--- config.mk ---
export PLATFORM = sky130hd
export DESIGN_NAME = bitcell_array_ctrl
export DESIGN_NICKNAME = d
export VERILOG_FILES = /design/src/rtl/bitcell_array_ctrl.sv
export SDC_FILE = /design/constraint.sdc
export NUM_CORES = 1
export LEC_CHECK = 0
export BUFFER_PORTS_ARGS = -buffer_cell sky130_fd_sc_hd__buf_2
export CORE_MARGIN = 2
export CORE_UTILIZATION = 45
export DETAILED_ROUTE_END_ITERATION = 8
export PLACE_DENSITY = 0.71
export SLEW_MARGIN = 20
export SYNTH_ARGS = -nofsm -noshare
export SYNTH_HDL_FRONTEND = slang
export SYNTH_SLANG_ARGS = --single-unit
--- constraint.sdc ---
create_clock -name clk -period 2.7 [get_ports clk]
set_input_delay 0.54 -clock clk [delete_from_list [all_inputs] [get_ports clk]]
set_output_delay 0.54 -clock clk [all_outputs]
set_load 0.02 [all_outputs]
--- src/rtl/bitcell_array_ctrl.sv ---
// Word-level valid/ready front end for a DEPTH x WIDTH array of 1-bit latch cells.
// Sequences setup -> cs pulse -> recover so direction and data never move while a row is selected.
module bitcell_array_ctrl #(
  parameter int WIDTH   = 8,
  parameter int AW      = 2,
  parameter int ACC_CYC = 2
) (
  input  logic               clk,
  input  logic               rst_n,
  input  logic               req_valid,
  output logic               req_ready,
  input  logic               req_write,
  input  logic [AW-1:0]      req_addr,
  input  logic [WIDTH-1:0]   req_wdata,
  output logic               resp_valid,
  output logic [WIDTH-1:0]   resp_rdata,
  output logic [(2**AW)-1:0] cs,
  output logic               rd_wr,
  output logic [WIDTH-1:0]   wr_data,
  input  logic [WIDTH-1:0]   rd_data
);

  localparam int DEPTH = 2**AW;
  localparam int CW    = 4;

  typedef enum logic [1:0] {
    S_IDLE    = 2'd0,
    S_SETUP   = 2'd1,
    S_ACCESS  = 2'd2,
    S_RECOVER = 2'd3
  } state_e;

  state_e           state_q;
  logic             ready_q;
  logic             write_q;
  logic [AW-1:0]    addr_q;
  logic [CW-1:0]    cnt_q;
  logic [DEPTH-1:0] cs_q;
  logic             rd_wr_q;
  logic [WIDTH-1:0] wr_data_q;
  logic             resp_valid_q;
  logic [WIDTH-1:0] resp_rdata_q;

  // Direction and write data are launched on the accept edge so they are settled for the whole SETUP cycle.
  always_ff @(posedge clk or negedge rst_n) begin
    if (!rst_n) begin
      state_q      <= S_IDLE;
      ready_q      <= 1'b0;
      write_q      <= 1'b0;
      addr_q       <= {AW{1'b0}};
      cnt_q        <= {CW{1'b0}};
      cs_q         <= {DEPTH{1'b0}};
      rd_wr_q      <= 1'b1;
      wr_data_q    <= {WIDTH{1'b0}};
      resp_valid_q <= 1'b0;
      resp_rdata_q <= {WIDTH{1'b0}};
    end else begin
      case (state_q)
        S_IDLE: begin
          cs_q         <= {DEPTH{1'b0}};
          resp_valid_q <= 1'b0;
          if (ready_q && req_valid) begin
            ready_q <= 1'b0;
            write_q <= req_write;
            addr_q  <= req_addr;
            rd_wr_q <= ~req_write;
            cnt_q   <= CW'(ACC_CYC - 1);
            if (req_write) begin
              wr_data_q <= req_wdata;
            end else begin
              wr_data_q <= wr_data_q;
            end
            state_q <= S_SETUP;
          end else begin
            ready_q <= 1'b1;
            rd_wr_q <= 1'b1;
          end
        end
        S_SETUP: begin
          cs_q    <= {{(DEPTH-1){1'b0}}, 1'b1} << addr_q;
          state_q <= S_ACCESS;
        end
        S_ACCESS: begin
          if (cnt_q == {CW{1'b0}}) begin
            cs_q    <= {DEPTH{1'b0}};
            state_q <= S_RECOVER;
            if (!write_q) begin
              resp_rdata_q <= rd_data;
              resp_valid_q <= 1'b1;
            end else begin
              resp_valid_q <= 1'b0;
            end
          end else begin
            cnt_q <= cnt_q - CW'(1);
          end
        end
        S_RECOVER: begin
          resp_valid_q <= 1'b0;
          rd_wr_q      <= 1'b1;
          ready_q      <= 1'b1;
          state_q      <= S_IDLE;
        end
        default: begin
          state_q      <= S_IDLE;
          ready_q      <= 1'b0;
          cs_q         <= {DEPTH{1'b0}};
          rd_wr_q      <= 1'b1;
          resp_valid_q <= 1'b0;
        end
      endcase
    end
  end

  assign req_ready  = ready_q;
  assign resp_valid = resp_valid_q;
  assign resp_rdata = resp_rdata_q;
  assign cs         = cs_q;
  assign rd_wr      = rd_wr_q;
  assign wr_data    = wr_data_q;

endmodule

==> run_summary.xml, run 1 <==
<?xml version="1.0" encoding="UTF-8"?>
<metrics>
  <group name="worst_setup_path">
    <metric name="startpoint_type" unit="">flop</metric>
    <metric name="cp.buffers_inverters" unit="">1</metric>
    <metric name="worst-r2r-setup-slack" unit="ns">0.37</metric>
    <metric name="startpoint" unit="">cnt_q[0]</metric>
    <metric name="cell_chain_critical_path" unit="">inv_1 &gt; ha_1 &gt; or3b_1 &gt; or3_1 &gt; mux2_4</metric>
    <metric name="path_class" unit="">reg -&gt; reg</metric>
    <metric name="timing.critical_path.max_delay_family" unit="">simple AND/OR/NAND/NOR gates</metric>
    <metric name="cp_slowest_cell" unit="">or3_1</metric>
    <metric name="worst_r2r_startpoint" unit="">cnt_q[0]</metric>
    <metric name="setup.worst_path.end_class" unit="">flop</metric>
    <metric name="timing.critical_path.fanout_max" unit="">9</metric>
    <metric name="cp.required" unit="ns">2.92</metric>
    <metric name="timing.critical_path.arrival" unit="ns">2.55</metric>
    <metric name="critical-path-max-stage-delay" unit="ns">0.57</metric>
  </group>
  <group name="timing">
    <metric name="setup_clock_skew_after_layout" unit="ns">0.0115</metric>
    <metric name="setup_repair_after_global_routing_missed_its_margin" unit="">no</metric>
    <metric name="share_of_the_cycle_needed_by_the_critical_path_after_routing" unit="">0.864</metric>
    <metric name="setup_violators_final" unit="">0</metric>
    <metric name="drv_slew" unit="">0</metric>
    <metric name="tightest_slew" unit="ns">0.698</metric>
    <metric name="setup_total_negative_slack" unit="ns">0</metric>
    <metric name="fmax" unit="MHz">429</metric>
    <metric name="timing_hold_violations_final" unit="">0</metric>
    <metric name="slew_headroom" unit="">0.535</metric>
    <metric name="layout_min_cycle_time" unit="ns">2.33</metric>
  </group>
  <group name="grt">
    <metric name="global_route_wire_length_before_repair" unit="um">4400</metric>
    <metric name="maximum_number_of_pins_on_one_net_before_global_route_repair" unit="">33</metric>
    <metric name="grt_remaining_overflow" unit="">0</metric>
    <metric name="antenna_found_initial" unit="">0</metric>
    <metric name="via_count_of_the_first_global_routing_pass" unit="">1011</metric>
    <metric name="track_usage" unit="">0.163</metric>
  </group>
  <group name="cts">
    <metric name="h_tree_depth_reported_by_cts" unit="">2</metric>
    <metric name="path_clk_slew" unit="ns">0.10</metric>
    <metric name="post-cts-setup-buffers" unit="">0</metric>
    <metric name="clockBufferDepth" unit="">2</metric>
    <metric name="cts.sinks" unit="">32</metric>
    <metric name="cts_hold_repair.buffers" unit="">0</metric>
    <metric name="clock_tree.root_cell" unit="">clkbuf_4</metric>
    <metric name="cts_buffers" unit="">5</metric>
    <metric name="clk_latency" unit="ns">0.34</metric>
    <metric name="post_cts_resized" unit="">0</metric>
    <metric name="tritoncts" unit="">done</metric>
  </group>
  <group name="yosys">
    <metric name="yosys_register_bits" unit="">32</metric>
    <metric name="ys.flop_type" unit="">dfrtp_1</metric>
    <metric name="syn_inst" unit="">125</metric>
    <metric name="post_synth_most_frequent_cells" unit="">31 x dfrtp_1, 11 x mux2_2, 10 x inv_1, 9 x o21ai_0, 8 x mux2_4</metric>
    <metric name="yosys_warnings" unit="">0</metric>
    <metric name="synth-async-reset-ratio" unit="">1.00</metric>
    <metric name="synth_nets" unit="">153</metric>
    <metric name="netlist.area_leader.share" unit="">0.514</metric>
    <metric name="synth_seq_area_share" unit="">0.531</metric>
    <metric name="number_of_flops_mapped_to_enable_cells_by_yosys" unit="">0</metric>
    <metric name="synth.distinct_cells" unit="">34</metric>
    <metric name="synth_area_per_cell" unit="um2">12.1</metric>
    <metric name="yosys-top-cells-area" unit="">dfrtp_1 51%, mux2_2 8.2%, mux2_4 8.0%, ha_1 5.0%, o21ai_0 3.0%</metric>
    <metric name="yosysMostFrequentCell" unit="">dfrtp_1</metric>
    <metric name="synth_area" unit="mm2">0.00151</metric>
    <metric name="synth_top_area_cell" unit="">dfrtp_1</metric>
  </group>
  <group name="floorplanning">
    <metric name="die_area" unit="mm2">0.00384</metric>
    <metric name="core.rowCount" unit="">21</metric>
    <metric name="initial_utilization" unit="">0.460</metric>
    <metric name="floorplan.die.height" unit="um">61.9</metric>
    <metric name="ios" unit="">45</metric>
    <metric name="core_area" unit="mm2">0.00328</metric>
    <metric name="die-width" unit="um">61.9</metric>
  </group>
  <group name="place">
    <metric name="gpl.final_weighted_congestion" unit="">0.865</metric>
    <metric name="post-dp-hpwl" unit="um">2260</metric>
    <metric name="numPortBuffers" unit="">44</metric>
  </group>
  <group name="final_layout">
    <metric name="finalNetCount" unit="">200</metric>
    <metric name="area_growth_syn_to_layout" unit="%">21.9</metric>
    <metric name="postLayoutCoreUtil" unit="">0.560</metric>
    <metric name="insertedDiodeCount" unit="">0</metric>
    <metric name="drive_above_1_share" unit="">0.416</metric>
  </group>
  <group name="detailed_routing">
    <metric name="post_drt_wl_per_cell" unit="um">13.8</metric>
    <metric name="route.antenna.remaining_nets" unit="">0</metric>
    <metric name="first_pass_iters" unit="">4</metric>
    <metric name="detail_route.drc_violations" unit="">0</metric>
    <metric name="via_count" unit="">1158</metric>
    <metric name="dr.first_iter.drc_count" unit="">40</metric>
    <metric name="drt_wl_total" unit="um">3020</metric>
    <metric name="post_drt_via_cell_ratio" unit="">5.29</metric>
  </group>
  <group name="run_status">
    <metric name="run_status" unit="">completed</metric>
  </group>
  <group name="worst_hold_path">
    <metric name="hold_path_class" unit="">in -&gt; async</metric>
  </group>
  <group name="power_and_ir_drop">
    <metric name="power-per-cell-area" unit="mW/mm2">1240</metric>
    <metric name="vdd_ir_drop_max" unit="uV">595</metric>
    <metric name="cellLeakagePower" unit="nW">0.912</metric>
  </group>
  <group name="job">
    <metric name="max_cap_violations" unit="">0</metric>
  </group>
</metrics>
## path summary, 6_finish.rpt
check | end | depth (start not counted)
worst max-delay path | resp_rdata[4] | 5
min in group clk | rd_wr | 2
max in group asynchronous | resp_rdata[7] | 1
worst min-delay path | cnt_q[0] | 1
worst min register to register | write_q | 2
worst max register to register | resp_rdata[4] | 5
## through the flow
| stage | hold slack (ns) | instances | instance area (um2) | power [mW] | setup slack, ns |
|---|---|---|---|---|---|
| after floorplan | 0.244 | 125 | 1510 | 1.62 | 0.669 |
| after global placement | 0.466 | 211 | 1760 | 1.89 | 0.531 |
| after detailed placement | 0.470 | 211 | 1760 | 1.94 | 0.422 |
| after CTS | 0.249 | 219 | 1840 | 2.30 | 0.395 |
| after global routing | 0.272 | 219 | 1840 | 2.46 | 0.297 |
| final | 0.239 | 219 | 1840 | 2.28 | 0.367 |
## flip-flops by register name (all words and copies together) (netlist names)
| name | count |
|---|---|
| wr_data | 8 |
| addr_q | 2 |
| write_q | 1 |
| cnt_q | 4 |
| cs | 4 |
| rd_wr | 1 |
| resp_rdata | 8 |
| req_ready | 1 |
| resp_valid | 1 |
| state_q | 2 |
## cells in the final DEF (no fill, tap or decap)
cell	instances
ha_1	6
o311ai_0	1
clkbuf_4	5
nand4_1	2
dfstp_2	1
or3b_1	1
o2bb2ai_1	1
nor3b_1	2
nand4b_1	2
a221o_1	1
nand3b_1	1
dfrtp_1	31
a21oi_1	6
or3_1	3
nor4b_1	1
a21boi_0	1
bufinv_16	1
nand2b_1	1
nor3_1	3
a2111oi_0	1
nor2b_1	2
o31ai_1	2
nand3_1	2
mux2_4	8
o21ai_0	9
nor2_1	3
or2b_1	1
clkinv_2	1
or2_2	1
nand2_1	5
inv_1	10
clkbuf_1	1
or4_1	1
mux2_2	11
buf_2	44
o311a_1	1
## layout make-up
class | count | area, um2
Tap cell | 46 | 57.6
Fill cell | 302 | 1440
Sequential cell | 32 | 802
Timing Repair Buffer | 44 | 220
Inverter | 10 | 37.5
Clock buffer | 6 | 41.3
Clock inverter | 2 | 35.0
Multi-Input combinational cell | 79 | 647
## per-layer routing
metal,global-route usage,vias up,share of wire
li1,-,540,-
met1,0.178,570,0.43
met2,0.272,40,0.48
met3,0.0538,8,0.063
met4,0.100,0,0.026
met5,0,-,0
## kinds of logic after synthesis
kind of cell	share of synthesized area
AO/OA/AOI/OAI	0.0953
adder cells (fa/ha/maj)	0.0497
flip-flops	0.531
AND/OR/NAND/NOR	0.122
buffers and inverters	0.0406
multiplexers	0.162
## where the power goes
| part | switching (mW) | total (mW) | internal (mW) |
|---|---|---|---|
| Clock | 0.160 | 0.354 | 0.194 |
| Sequential | 0.150 | 0.853 | 0.702 |
| Combinational | 0.612 | 1.08 | 0.464 |
| Total | 0.922 | 2.28 | 1.36 |
## worst register-to-register path: stages (launching register included)
cell and delay [ns]:
dfrtp_1 0.44, inv_1 0.15, ha_1 0.21, or3b_1 0.47, or3_1 0.57, mux2_4 0.38
Power figures use the tool's default switching activity.
==> run 2, diff against run 1 <==
ABC_CLOCK_PERIOD_IN_PS = 2700   (was unset)
PLACE_DENSITY = 0.67   (was 0.71)
==> run 2 against run 1 <==
Compared with the run above: core utilization rose by 0.23 points; routed wire length decreased by 1.5%; sequential share of layout area down 0.18 points; total power rose by 0.55%; die area unchanged; register-to-register slack improved by 0.03 ns; worst setup slack improved by 0.028 ns; largest cell class unchanged; largest power group unchanged; highest routed layer unchanged.
==> run_summary.xml, run 2 (synthesized netlist as in run 1, its figures left out) <==
<?xml version="1.0" encoding="UTF-8"?>
<metrics>
  <group name="run_status">
    <metric name="run_status" unit="">completed</metric>
  </group>
  <group name="floorplanning">
    <metric name="floorplan.die.height" unit="um">61.9</metric>
    <metric name="initial_utilization" unit="">0.460</metric>
    <metric name="core_area" unit="mm2">0.00328</metric>
    <metric name="ios" unit="">45</metric>
    <metric name="die-width" unit="um">61.9</metric>
    <metric name="die_area" unit="mm2">0.00384</metric>
    <metric name="core.rowCount" unit="">21</metric>
  </group>
  <group name="cts">
    <metric name="h_tree_depth_reported_by_cts" unit="">2</metric>
    <metric name="clk_latency" unit="ns">0.33</metric>
    <metric name="clockBufferDepth" unit="">2</metric>
    <metric name="cts.sinks" unit="">32</metric>
    <metric name="post_cts_resized" unit="">0</metric>
    <metric name="path_clk_slew" unit="ns">0.10</metric>
    <metric name="cts_hold_repair.buffers" unit="">0</metric>
    <metric name="clock_tree.root_cell" unit="">clkbuf_4</metric>
    <metric name="post-cts-setup-buffers" unit="">0</metric>
    <metric name="cts_buffers" unit="">5</metric>
    <metric name="tritoncts" unit="">done</metric>
  </group>
  <group name="final_layout">
    <metric name="layout.cells.most_common" unit="">buf_2</metric>
    <metric name="layout.cells.most_common_list" unit="">44 x buf_2, 31 x dfrtp_1, 11 x mux2_2</metric>
    <metric name="area_growth_syn_to_layout" unit="%">22.4</metric>
    <metric name="multi_input_comb_area" unit="um2">647</metric>
    <metric name="flip_flop_and_latch_area" unit="um2">802</metric>
    <metric name="filler_cell_count" unit="">308</metric>
    <metric name="drive_above_1_share" unit="">0.420</metric>
    <metric name="insertedDiodeCount" unit="">0</metric>
    <metric name="final_non_filler_cell_area" unit="mm2">0.00185</metric>
    <metric name="finalNetCount" unit="">201</metric>
  </group>
  <group name="grt">
    <metric name="maximum_number_of_pins_on_one_net_before_global_route_repair" unit="">33</metric>
    <metric name="antenna_found_initial" unit="">0</metric>
    <metric name="global_route_wire_length_before_repair" unit="um">4460</metric>
    <metric name="grt_remaining_overflow" unit="">0</metric>
    <metric name="track_usage" unit="">0.166</metric>
    <metric name="via_count_of_the_first_global_routing_pass" unit="">1005</metric>
  </group>
  <group name="place">
    <metric name="numPortBuffers" unit="">44</metric>
    <metric name="place_area" unit="mm2">0.00177</metric>
    <metric name="gpl.final_weighted_congestion" unit="">0.843</metric>
    <metric name="post-dp-hpwl" unit="um">2210</metric>
    <metric name="dp_worst_setup_slack" unit="ns">0.416</metric>
  </group>
  <group name="worst_setup_path">
    <metric name="cp.required" unit="ns">2.93</metric>
    <metric name="rr_worst_depth" unit="">5</metric>
    <metric name="worst-r2r-setup-slack" unit="ns">0.39</metric>
    <metric name="setup.worst_path.end_class" unit="">flop</metric>
    <metric name="startpoint_type" unit="">flop</metric>
    <metric name="worst_r2r_endpoint" unit="">resp_rdata[6]</metric>
    <metric name="timing.critical_path.fanout_max" unit="">9</metric>
    <metric name="worst_r2r_startpoint" unit="">cnt_q[0]</metric>
    <metric name="path_class" unit="">reg -&gt; reg</metric>
    <metric name="timing.critical_path.arrival" unit="ns">2.53</metric>
  </group>
  <group name="timing">
    <metric name="setup_violators_final" unit="">0</metric>
    <metric name="timing_hold_violations_final" unit="">0</metric>
    <metric name="layout_min_cycle_time" unit="ns">2.31</metric>
    <metric name="setup_clock_skew_after_layout" unit="ns">0.00513</metric>
    <metric name="fmax" unit="MHz">434</metric>
    <metric name="slew_headroom" unit="">0.544</metric>
    <metric name="final_worst_path_setup_slack" unit="ns">0.395</metric>
    <metric name="drv_slew" unit="">0</metric>
    <metric name="tightest_slew" unit="ns">0.684</metric>
    <metric name="setup_repair_after_global_routing_missed_its_margin" unit="">no</metric>
    <metric name="share_of_the_cycle_needed_by_the_critical_path_after_routing" unit="">0.854</metric>
    <metric name="setup_total_negative_slack" unit="ns">0</metric>
  </group>
  <group name="power_and_ir_drop">
    <metric name="cellLeakagePower" unit="nW">0.916</metric>
    <metric name="total_power" unit="mW">2.29</metric>
    <metric name="power-per-cell-area" unit="mW/mm2">1240</metric>
    <metric name="vdd_ir_drop_max" unit="uV">507</metric>
  </group>
  <group name="detailed_routing">
    <metric name="dr.first_iter.drc_count" unit="">25</metric>
    <metric name="post_drt_wl_per_cell" unit="um">13.5</metric>
    <metric name="drt_wl_total" unit="um">2980</metric>
    <metric name="detail_route.drc_violations" unit="">0</metric>
    <metric name="first_pass_iters" unit="">4</metric>
    <metric name="post_drt_via_cell_ratio" unit="">5.11</metric>
    <metric name="via_count" unit="">1125</metric>
    <metric name="route.antenna.remaining_nets" unit="">0</metric>
  </group>
  <group name="job">
    <metric name="max_cap_violations" unit="">0</metric>
  </group>
  <group name="worst_hold_path">
    <metric name="hold_path_class" unit="">in -&gt; async</metric>
  </group>
</metrics>
-- run 2: cell count changes in the layout (fill, tap and decap cells not counted) --
cell   previous run  this run
buf_4             0         1
-- run 2: final cells by class --
type,count,share of cell area
Clock buffer,6,0.0223
Clock inverter,2,0.0190
Inverter,10,0.0203
Multi-Input combinational cell,79,0.350
Sequential cell,32,0.434
Tap cell,46,0.0311
Timing Repair Buffer,45,0.123
-- run 2: power breakdown --
part / switching [mW] / internal, mW / total, mW
clock: 0.160 / 0.194 / 0.353
sequential: 0.142 / 0.702 / 0.844
combinational: 0.619 / 0.478 / 1.10
total: 0.921 / 1.37 / 2.29
-- run 2: worst max path at each step --
stage / from / slack, ns / endpoint / cells after the start
floorplan: cnt_q[0] / 0.67 / resp_rdata[0] / 7
global placement: cnt_q[0] / 0.51 / resp_rdata[6] / 5
detailed placement: cnt_q[0] / 0.42 / resp_rdata[6] / 5
CTS: cnt_q[0] / 0.39 / resp_rdata[6] / 5
global route: cnt_q[0] / 0.25 / resp_rdata[4] / 5
finish: cnt_q[0] / 0.39 / resp_rdata[6] / 5
-- run 2: metrics by stage --
stage                     instances  hold slack (ns)  utilization
final                           220            0.236        0.563
after global placement          212            0.471        0.539
after global routing            220            0.270        0.563
after floorplan                 125            0.244            -
after CTS                       220            0.253        0.563
after detailed placement        212            0.481        0.539
-- run 2: critical path, cell delays in order, from the launching register on --
cell and delay, ns:
dfrtp_1 0.43, inv_1 0.15, ha_1 0.21, or3b_1 0.46, or3_1 0.57, mux2_4 0.38
-- run 2: metal layers --
layer,global-route usage,up-vias,part of all wire,routed length (um)
li1,-,542,-,-
met1,0.198,545,0.43,1280
met2,0.260,30,0.50,1480
met3,0.0621,8,0.050,148
met4,0.0881,0,0.021,62
met5,0,-,0,0
==> run 3, diff against run 2 <==
CORE_ASPECT_RATIO = 1.75   (was unset)
==> run 3 against run 2 <==
Compared with the run above: core utilization increased by 2.7 points; cell count decreased by 1.8%; routed wire length is 3.0% lower; cell area increased by 1.3%; combinational power down 4%; total power grew 2.7%; sequential power rose by 0.6%; critical path depth is the same; first-iteration DRC count is 36% lower; die area is 0.48% higher; via count up 0.53%; clock skew is 0.0013 ns higher.
==> run_summary.xml, run 3 (synthesized netlist as in run 1, its figures left out) <==
<?xml version="1.0" encoding="UTF-8"?>
<metrics>
  <group name="run_status">
    <metric name="run_status" unit="">completed</metric>
  </group>
  <group name="place">
    <metric name="dp_cells" unit="">208</metric>
    <metric name="gpl.final_weighted_congestion" unit="">0.763</metric>
    <metric name="dp_worst_setup_slack" unit="ns">0.428</metric>
    <metric name="post-dp-hpwl" unit="um">2210</metric>
    <metric name="place_area" unit="mm2">0.00176</metric>
    <metric name="numPortBuffers" unit="">44</metric>
  </group>
  <group name="grt">
    <metric name="global_route_wire_length_before_repair" unit="um">4580</metric>
    <metric name="grt_remaining_overflow" unit="">0</metric>
    <metric name="maximum_number_of_pins_on_one_net_before_global_route_repair" unit="">33</metric>
    <metric name="antenna_found_initial" unit="">0</metric>
    <metric name="via_count_of_the_first_global_routing_pass" unit="">1137</metric>
    <metric name="track_usage" unit="">0.166</metric>
  </group>
  <group name="timing">
    <metric name="layout_min_cycle_time" unit="ns">2.27</metric>
    <metric name="setup_repair_after_global_routing_missed_its_margin" unit="">no</metric>
    <metric name="setup_violators_final" unit="">0</metric>
    <metric name="setup_clock_skew_after_layout" unit="ns">0.00640</metric>
    <metric name="final_worst_path_setup_slack" unit="ns">0.431</metric>
    <metric name="share_of_the_cycle_needed_by_the_critical_path_after_routing" unit="">0.840</metric>
    <metric name="slew_headroom" unit="">0.540</metric>
    <metric name="holdWs" unit="ns">0.297</metric>
    <metric name="fmax" unit="MHz">441</metric>
    <metric name="setup_total_negative_slack" unit="ns">0</metric>
    <metric name="drv_slew" unit="">0</metric>
    <metric name="tightest_slew" unit="ns">0.690</metric>
    <metric name="timing_hold_violations_final" unit="">0</metric>
  </group>
  <group name="worst_setup_path">
    <metric name="startpoint_type" unit="">flop</metric>
    <metric name="timing.critical_path.fanout_max" unit="">9</metric>
    <metric name="cp.required" unit="ns">2.86</metric>
    <metric name="timing.critical_path.arrival" unit="ns">2.43</metric>
    <metric name="path_class" unit="">reg -&gt; reg</metric>
    <metric name="setup.worst_path.end_class" unit="">flop</metric>
  </group>
  <group name="power_and_ir_drop">
    <metric name="cellLeakagePower" unit="nW">0.923</metric>
    <metric name="total_power" unit="mW">2.36</metric>
    <metric name="power-per-cell-area" unit="mW/mm2">1260</metric>
    <metric name="vdd_ir_drop_max" unit="uV">809</metric>
  </group>
  <group name="final_layout">
    <metric name="finalNetCount" unit="">200</metric>
    <metric name="final_non_filler_cell_area" unit="mm2">0.00187</metric>
    <metric name="fin_cells" unit="">216</metric>
    <metric name="area_growth_syn_to_layout" unit="%">23.9</metric>
    <metric name="layout.cells.most_common" unit="">buf_2</metric>
    <metric name="insertedDiodeCount" unit="">0</metric>
    <metric name="filler_cell_count" unit="">290</metric>
    <metric name="postLayoutCoreUtil" unit="">0.589</metric>
    <metric name="layout.cells.most_common_list" unit="">44 x buf_2, 31 x dfrtp_1, 11 x mux2_2</metric>
    <metric name="multi_input_comb_area" unit="um2">647</metric>
    <metric name="flip_flop_and_latch_area" unit="um2">802</metric>
    <metric name="drive_above_1_share" unit="">0.422</metric>
  </group>
  <group name="detailed_routing">
    <metric name="dr.first_iter.drc_count" unit="">16</metric>
    <metric name="post_drt_wl_per_cell" unit="um">13.4</metric>
    <metric name="drt_wl_total" unit="um">2890</metric>
    <metric name="detail_route.drc_violations" unit="">0</metric>
    <metric name="via_count" unit="">1131</metric>
    <metric name="first_pass_iters" unit="">4</metric>
    <metric name="post_drt_via_cell_ratio" unit="">5.24</metric>
    <metric name="route.antenna.remaining_nets" unit="">0</metric>
  </group>
  <group name="cts">
    <metric name="cts_hold_repair.buffers" unit="">0</metric>
    <metric name="path_clk_slew" unit="ns">0.07</metric>
    <metric name="post-cts-setup-buffers" unit="">0</metric>
    <metric name="h_tree_depth_reported_by_cts" unit="">2</metric>
    <metric name="clk_latency" unit="ns">0.28</metric>
    <metric name="clockBufferDepth" unit="">2</metric>
    <metric name="clock_tree.root_cell" unit="">clkbuf_8</metric>
    <metric name="cts.sinks" unit="">32</metric>
    <metric name="tritoncts" unit="">done</metric>
    <metric name="cts_buffers" unit="">5</metric>
    <metric name="post_cts_resized" unit="">0</metric>
  </group>
  <group name="floorplanning">
    <metric name="die-width" unit="um">47.8</metric>
    <metric name="core.rowCount" unit="">27</metric>
    <metric name="initial_utilization" unit="">0.476</metric>
    <metric name="die_area" unit="mm2">0.00385</metric>
    <metric name="floorplan.die.height" unit="um">80.6</metric>
    <metric name="core_area" unit="mm2">0.00318</metric>
    <metric name="ios" unit="">45</metric>
  </group>
  <group name="worst_hold_path">
    <metric name="hold_path_class" unit="">in -&gt; async</metric>
  </group>
  <group name="job">
    <metric name="max_cap_violations" unit="">0</metric>
  </group>
</metrics>
## run 3: cell types whose count changed in the layout (fill, tap and decap cells not counted), sizes merged
cell and delta:
clkinvlp +1, clkbuf -1, buf -1
## run 3: worst paths after layout
kind / startpoint / to / slack [ns] / cells past startpoint
worst max-delay path: cnt_q[0] / resp_rdata[4] / 0.43 / 5
worst min-delay path: rst_n / cnt_q[2] / 0.30 / 1
worst max register to register: cnt_q[0] / resp_rdata[4] / 0.43 / 5
worst min register to register: write_q / write_q / 0.50 / 2
max in group asynchronous: rst_n / resp_rdata[7] / 1.95 / 1
min in group clk: req_write / rd_wr / 0.40 / 2
## run 3: area by class of cell
cell class	instances	area share
tap	43	0.0287
clock buffer	5	0.0368
inverter	10	0.0201
sequential	32	0.428
clock inverter	3	0.0227
timing repair buffer	44	0.118
multi-input combinational	79	0.346
## run 3: where the power goes
group | leakage, nW | switching, mW | internal [mW] | total (mW)
Combinational | 0.479 | 0.601 | 0.463 | 1.06
Sequential | 0.390 | 0.145 | 0.704 | 0.849
Clock | 0.0541 | 0.172 | 0.273 | 0.445
## run 3: layer usage
metal | global-route usage | routed length (um) | vias to the layer above
met2 | 0.287 | 1480 | 52
met5 | 0 | 0 | -
li1 | - | - | 540
met1 | 0.168 | 1080 | 531
met3 | 0.0562 | 263 | 8
met4 | 0.0757 | 59 | 0
## run 3: worst max-delay path: stages, from the launching register on
cell	delay (ns)
dfrtp_1	0.42
inv_1	0.14
ha_1	0.20
or3b_1	0.46
or3_1	0.56
mux2_4	0.37
